[src/rtl/async_pipeline_receiver.sv]
// async_pipeline_receiver: 4-phase handshake sink from an async pipeline into a clocked FIFO.
// req_in is synchronized; one word is written per request phase, stalling (no ack) while full.
module async_pipeline_receiver #(
   parameter int DEPTH = 4
) (
   input  logic       clk,
   input  logic       reset,
   input  logic       req_in,
   input  logic [3:0] data_in,
   output logic       ack_out,
   output logic [3:0] dout,
   output logic       dout_valid,
   input  logic       dout_ready,
   output logic [3:0] fifo_count,
   output logic [7:0] word_count
);
   localparam int AW = $clog2(DEPTH);
   localparam logic [3:0] FULL = 4'(DEPTH);
   typedef enum logic {IDLE, WAIT_LOW} state_t;
   state_t state;
   logic s1, s2, req_s, wr, rd;
   logic [AW-1:0] wr_ptr, rd_ptr;
   logic [3:0] mem [DEPTH];
   assign req_s      = s2;
   // full is judged on the registered count, so a pop only frees space for the next cycle
   assign wr         = state == IDLE && req_s && fifo_count < FULL;
   assign rd         = dout_valid && dout_ready;
   assign dout_valid = fifo_count != 4'd0;
   assign dout       = dout_valid ? mem[rd_ptr] : 4'd0;
   always_ff @(posedge clk or negedge reset)
      if (!reset) begin
         s1 <= 1'b0;
         s2 <= 1'b0;
      end else begin
         s1 <= req_in;
         s2 <= s1;
      end
   always_ff @(posedge clk or negedge reset)
      if (!reset) begin
         state   <= IDLE;
         ack_out <= 1'b0;
      end else if (state == IDLE) begin
         if (wr) begin
            state   <= WAIT_LOW;
            ack_out <= 1'b1;
         end
      end else if (!req_s) begin
         state   <= IDLE;
         ack_out <= 1'b0;
      end
   always_ff @(posedge clk)
      if (wr) mem[wr_ptr] <= data_in;
   always_ff @(posedge clk or negedge reset)
      if (!reset) begin
         wr_ptr     <= '0;
         rd_ptr     <= '0;
         fifo_count <= 4'd0;
         word_count <= 8'd0;
      end else begin
         wr_ptr     <= wr ? wr_ptr + AW'(1) : wr_ptr;
         rd_ptr     <= rd ? rd_ptr + AW'(1) : rd_ptr;
         fifo_count <= fifo_count + {3'd0, wr} - {3'd0, rd};
         word_count <= word_count + {7'd0, wr};
      end
endmodule

[config.mk]
export PLATFORM = sky130hd
export DESIGN_NAME = async_pipeline_receiver
export DESIGN_NICKNAME = d
export VERILOG_FILES = /design/src/rtl/async_pipeline_receiver.sv
export SDC_FILE = /design/constraint.sdc
export NUM_CORES = 1
export LEC_CHECK = 0
export CAP_MARGIN = 20
export CORE_ASPECT_RATIO = 0.7
export CORE_MARGIN = 2
export CORE_UTILIZATION = 58
export CTS_BUF_LIST = sky130_fd_sc_hd__clkbuf_2
export CTS_CLUSTER_SIZE = 14
export DETAILED_ROUTE_END_ITERATION = 10
export MAX_ROUTING_LAYER = met4
export PLACE_DENSITY = 0.95
export SYNTH_ARGS = -nofsm -noshare
export SYNTH_HDL_FRONTEND = slang
export SYNTH_SLANG_ARGS = --single-unit
[constraint.sdc]
create_clock -name clk -period 3.62 [get_ports clk]
set_clock_uncertainty 0.05 [all_clocks]
set_input_delay 0.362 -clock clk [delete_from_list [all_inputs] [get_ports clk]]
set_output_delay 0.362 -clock clk [all_outputs]
set_load 0.01 [all_outputs]
==> results.yml, run 1 <==
global_routing:
  antenna_found_initial: 0
  grt-ovfl-total: 0
  grt_max_degree: 21
  grt_usage_pct: 20.49
  grt_pass1_vias: 909
  grt_pass1_wl_mm: 4.167
clock_tree:
  cts.sinks: 36
  cts_tree: "done"
  postCtsHoldBufs: 0
  cts-htree-levels: 2
  clk_latency_ns: 0.39
  clkTransAtPathRegs_ns: 0.15
  post_cts_buffers: 0
  cts_root_buf: "clkbuf_2"
  cts_resized: 0
  clockBufferDepth: 2
  cts_buffers: 5
critical_path:
  crit_type: "reg -> out"
  worstSetupStartpointType: "flop"
  r2r_slack_ns: 1.06
  startpoint: "fifo_count[2]"
  reg2reg_depth: 10
  critPathCaptureType: "primary output"
  cp_data_arrival_time_ns: 2.21
  path_cells: "inv_1, ha_1, or3b_1, and2_2, clkdlybuf4s50_1"
  reg2reg_to: "fifo_count[2]"
  r2r_start: "fifo_count[2]"
  crit_path_end: "dout[3]"
  cp_slowest_cell: "clkdlybuf4s50_1"
  cp_max_fo: 7
  slowest_delay_ns: 0.47
  worstPathRequired_ns: 3.21
pwr:
  p_leak_uw: 0.0008029
  p_total_uw: 1378
  ir_worst_vdd_mv: 0.3908
  power_density_nw_per_um2: 736.8
synthesis:
  syn_area_per_cell_um2: 15.20
  synthTopCellsByArea: "dfrtp_1 32%, edfxtp_1 31%, ha_1 8.8%"
  yosysTopAreaCell: "dfrtp_1"
  yosys_register_bits: 36
  synth.net_count: 123
  synth_most_common_cell: "dfrtp_1"
  synthFlopType: "dfrtp_1"
  syn_area_um2: 1565
  synth_commonest_cells: "20 x dfrtp_1, 16 x edfxtp_1, 11 x ha_1, 11 x inv_1, 8 x xnor2_1"
  ys_types: 22
  synth_edf_count: 16
  postSynthCellCount: 103
  synth_top_area_share_pct: 31.97
  synth-async-reset-ratio_pct: 55.56
  ys_seq_area_share_pct: 62.67
  ys.warnings.count: 0
finish:
  fillers: 186
  syn2layout_area_growth_pct: 19.50
  antenna_cells: 0
  fin_nets: 152
  drive_above_1_share_pct: 11.28
  utilization_pct: 74.38
floorplan:
  die_h_um: 47.47
  row_count: 15
  dieWidth_um: 66.09
  die-area_um2: 3137
  start_util_pct: 62.24
  core_area_um2: 2515
  io-pin-count: 26
detailed_routing:
  drt_first_iter_violations: 24
  ant_nets: 0
  num_vias: 868
  first_pass_iters: 4
  drt-total-wl_mm: 2.524
  wl_per_cell_um: 15.11
  drc: 0
  viasPerCell: 5.198
timing:
  worst_slew_pin_slew_ns: 0.8672
  max_freq_ghz: 0.3808
  rsz0062_at_grt: "false"
  finalSetupViolCount: 0
  relSlewSlack_pct: 42.01
  finalMaxSlewViolations: 0
  finalSetupTns_ns: 0
  finalHoldViolations: 0
  finalCriticalPeriod_ns: 2.626
  fin_crit_sh_pct: 72.53
  fin_ws_ns: 0.9942
place:
  place_ws_ns: 1.073
  io_buffers: 25
  dp_hpwl_mm: 1.966
  place_congestion: 0.7495
worst_hold_path:
  whs_path_depth: 0
  hp-class: "reg -> reg"
run:
  maxCapViolCount: 0
outcome:
  status: "complete, no violations"
[worst max-delay path: cells and delay by family (launching register included)]
kind	cells	cell delay, ns
AND/OR/NAND/NOR	2	0.65
flip-flops	1	0.41
adder cells (fa/ha/maj)	1	0.21
buffers and inverters	2	0.56
[how the worst min path moves through the flow]
stage,slack (ns),end,start
floorplan,0.02,ack_out,reset
global placement,0.28,req_s,s1
detailed placement,0.29,req_s,s1
CTS,0.33,req_s,s1
global route,0.32,s1,req_in
finish,0.32,req_s,s1
[state kept, by name (all words and copies together) (netlist names)]
name / cells
rd_ptr: 2
fifo_count: 4
req_s: 1
word_count: 8
mem: 16
wr_ptr: 2
ack_out: 1
state: 1
s1: 1
[metal layers]
layer	routed length [um]	track usage, %	share of wire (%)	vias up
met4	39	11.02	1.5	0
met1	1147	25.08	45	427
met2	1210	30.80	48	25
li1	-	-	-	412
met3	126	7.059	5.0	4
met5	0	-	0	-
[cells in the final DEF (no fill, tap or decap), types with 2 or more instances in the layout]
cell             Yosys  routed
clkdlybuf4s50_1      0      25
dfrtp_1             20      20
edfxtp_1            16      16
inv_1               11      11
ha_1                11      11
xnor2_1              8       8
clkbuf_2             0       7
and3_1               6       6
nand3_1              6       6
and2_1               4       4
mux4_2               4       4
xor2_1               3       3
o21ai_0              2       2
[area by class of cell]
cell class	count	area [um2]	share of cell area (%)
Inverter	11	41.29	2.207
Clock inverter	1	3.754	0.2007
Timing Repair Buffer	25	250.2	13.38
Clock buffer	7	35.03	1.873
Sequential cell	36	980.9	52.44
Tap cell	34	42.54	2.274
Multi-Input combinational cell	53	516.7	27.63
[cell families after synthesis]
| kind of cell | Yosys count | synth area share [%] |
|---|---|---|
| buf+inv | 14 | 4.316 |
| simple gates | 20 | 8.394 |
| xor+xnor | 11 | 6.156 |
| compound gates | 5 | 1.919 |
| fa+ha+maj | 12 | 10.07 |
| flops | 36 | 62.67 |
| mux | 5 | 6.475 |
[through the flow]
stage | cells | hold WS, ns | cell area (um2)
after floorplan | 103 | 0.01641 | 1565
after global placement | 159 | 0.2839 | 1832
after detailed placement | 159 | 0.2905 | 1832
after CTS | 167 | 0.3251 | 1871
after global routing | 167 | 0.3191 | 1871
final | 167 | 0.3207 | 1871
[power breakdown]
part | internal [uW] | switching [uW]
combinational | 335 | 237
sequential | 529 | 103
clock | 51.7 | 122
total | 916 | 462
Power figures use the tool's default switching activity.
==> run 2, diff against run 1 <==
CORE_UTILIZATION = 49   (was 58)
PLACE_DENSITY = 0.87   (was 0.95)
clock period = 2.4 ns   (was 3.62 ns; I/O delays follow)
==> results.yml, run 2 (same netlist as run 1, synthesis figures left out) <==
global_routing:
  grt_pass1_vias: 917
  grt_util_met1_pct: 18.87
  antenna_found_initial: 0
  top_usage_layer: "met2"
  grt_usage_pct: 16.06
  grt_max_degree: 21
  grt_pass1_wl_mm: 4.195
  grt_util_met3_pct: 6.312
  use_met2_pct: 24.85
  grt-ovfl-total: 0
timing:
  worst_slew_pin_slew_ns: 0.3353
  hold_ws_ns: 0.1440
  fin_crit_sh_pct: 97.87
  finalCriticalPeriod_ns: 2.349
  relSlewSlack_pct: 77.64
  finalSetupViolCount: 0
  finalMaxSlewViolations: 0
  rsz0062_at_grt: "false"
  finalSetupTns_ns: 0
  max_freq_ghz: 0.4257
  finalHoldViolations: 0
pwr:
  ir_worst_vdd_mv: 0.5489
  power_density_nw_per_um2: 1114
  p_leak_uw: 0.0008286
critical_path:
  path_common_cell: "ha_4"
  slowest_delay_ns: 0.51
  cp_max_fo: 3
  startpoint: "fifo_count[2]"
  worstSetupStartpointType: "flop"
  r2r_start: "fifo_count[2]"
  cp_slowest_cell: "fa_2"
  worstPathRequired_ns: 2.62
  path_buf_inv: 4
  crit_family: "adder cells"
  cp_data_arrival_time_ns: 2.57
  path_cells: "inv_1, ha_4, or3b_4, and2_4, ha_4, inv_2, ha_4, inv_2, fa_2, inv_1"
  critPathCaptureType: "flop"
  crit_type: "reg -> reg"
finish:
  antenna_cells: 0
  final_cell_mix: "20 x dfrtp_1, 20 x clkdlybuf4s50_1, 16 x edfxtp_1"
  reg_top3: "mem (16), word_count (8), fifo_count (4)"
  fin_nets: 156
  largest_reg_flops: 16
  utilization_pct: 62.77
  drive_above_1_share_pct: 20.44
  regMostFlops: "mem"
  syn2layout_area_growth_pct: 24.54
  layout.cells.non_filler: 175
  fillers: 231
clock_tree:
  cts-htree-levels: 2
  cts.sinks: 36
  cts_buffers: 5
  clockBufferDepth: 2
  clkTransAtPathRegs_ns: 0.17
  postCtsHoldBufs: 0
  cts_root_buf: "clkbuf_2"
  cts_tree: "done"
  clk_latency_ns: 0.34
detailed_routing:
  wl_per_cell_um: 14.93
  drt_first_iter_violations: 90
  drc: 0
  first_pass_iters: 4
  num_vias: 894
  ant_nets: 0
  viasPerCell: 5.109
  drt-total-wl_mm: 2.612
place:
  place_congestion: 0.7579
  io_buffers: 25
  placedCellCount: 167
  dp_hpwl_mm: 1.987
outcome:
  status: "complete, no violations"
floorplan:
  dieWidth_um: 71.56
  core_area_um2: 3105
  start_util_pct: 50.40
  die-area_um2: 3670
  io-pin-count: 26
  row_count: 17
  die_h_um: 51.29
worst_hold_path:
  hp-class: "in -> async"
run:
  maxCapViolCount: 0
-- run 2: path summary, 6_finish.rpt --
check / endpoint / slack (ns) / cells past startpoint
min reg2reg: req_s / 0.33 / 0
max reg2reg: fifo_count[1] / 0.05 / 10
min: fifo_count[1] / 0.14 / 2
max in group asynchronous: word_count[4] / 1.95 / 2
min in group clk: s1 / 0.27 / 1
max: fifo_count[1] / 0.05 / 10
-- run 2: report_power, final --
group / total (uW) / switching (uW) / internal, uW
Clock: 259 / 181 / 78.4
Sequential: 951 / 152 / 798
Combinational: 961 / 409 / 552
Total: 2170 / 742 / 1430
-- run 2: metal layers --
| layer | up-vias | routed length, um |
|---|---|---|
| met2 | 20 | 1311 |
| met1 | 446 | 1152 |
| li1 | 424 | - |
| met5 | - | 0 |
| met4 | 0 | 33 |
| met3 | 4 | 115 |
-- run 2: layout make-up --
| class | count | area, um2 | share of cell area [%] |
|---|---|---|---|
| flip-flops and latches | 36 | 980.9 | 50.32 |
| clock inverters | 1 | 3.754 | 0.1926 |
| inverters | 11 | 41.29 | 2.118 |
| multi-input cells | 53 | 563.0 | 28.88 |
| clock buffers | 7 | 35.03 | 1.797 |
| repair buffers | 29 | 277.8 | 14.25 |
| well taps | 38 | 47.55 | 2.439 |
-- run 2: stage by stage --
stage | setup WS [ns] | cell area (um2) | total power [uW]
2_1_floorplan | 0.02212 | 1595 | 1501
3_3_place_gp | 0.1663 | 1897 | 1843
3_5_place_dp | 0.08492 | 1897 | 1918
4_1_cts | 0.05041 | 1931 | 2137
5_1_grt | 0.001161 | 1949 | 2329
6_report | 0.05109 | 1949 | 2171
-- run 2: what timing repair did --
action	in CTS	in global routing
cloned	0	0
gates resized for setup	4	5
setup buffers	0	0
setup endpoints to repair	4	3
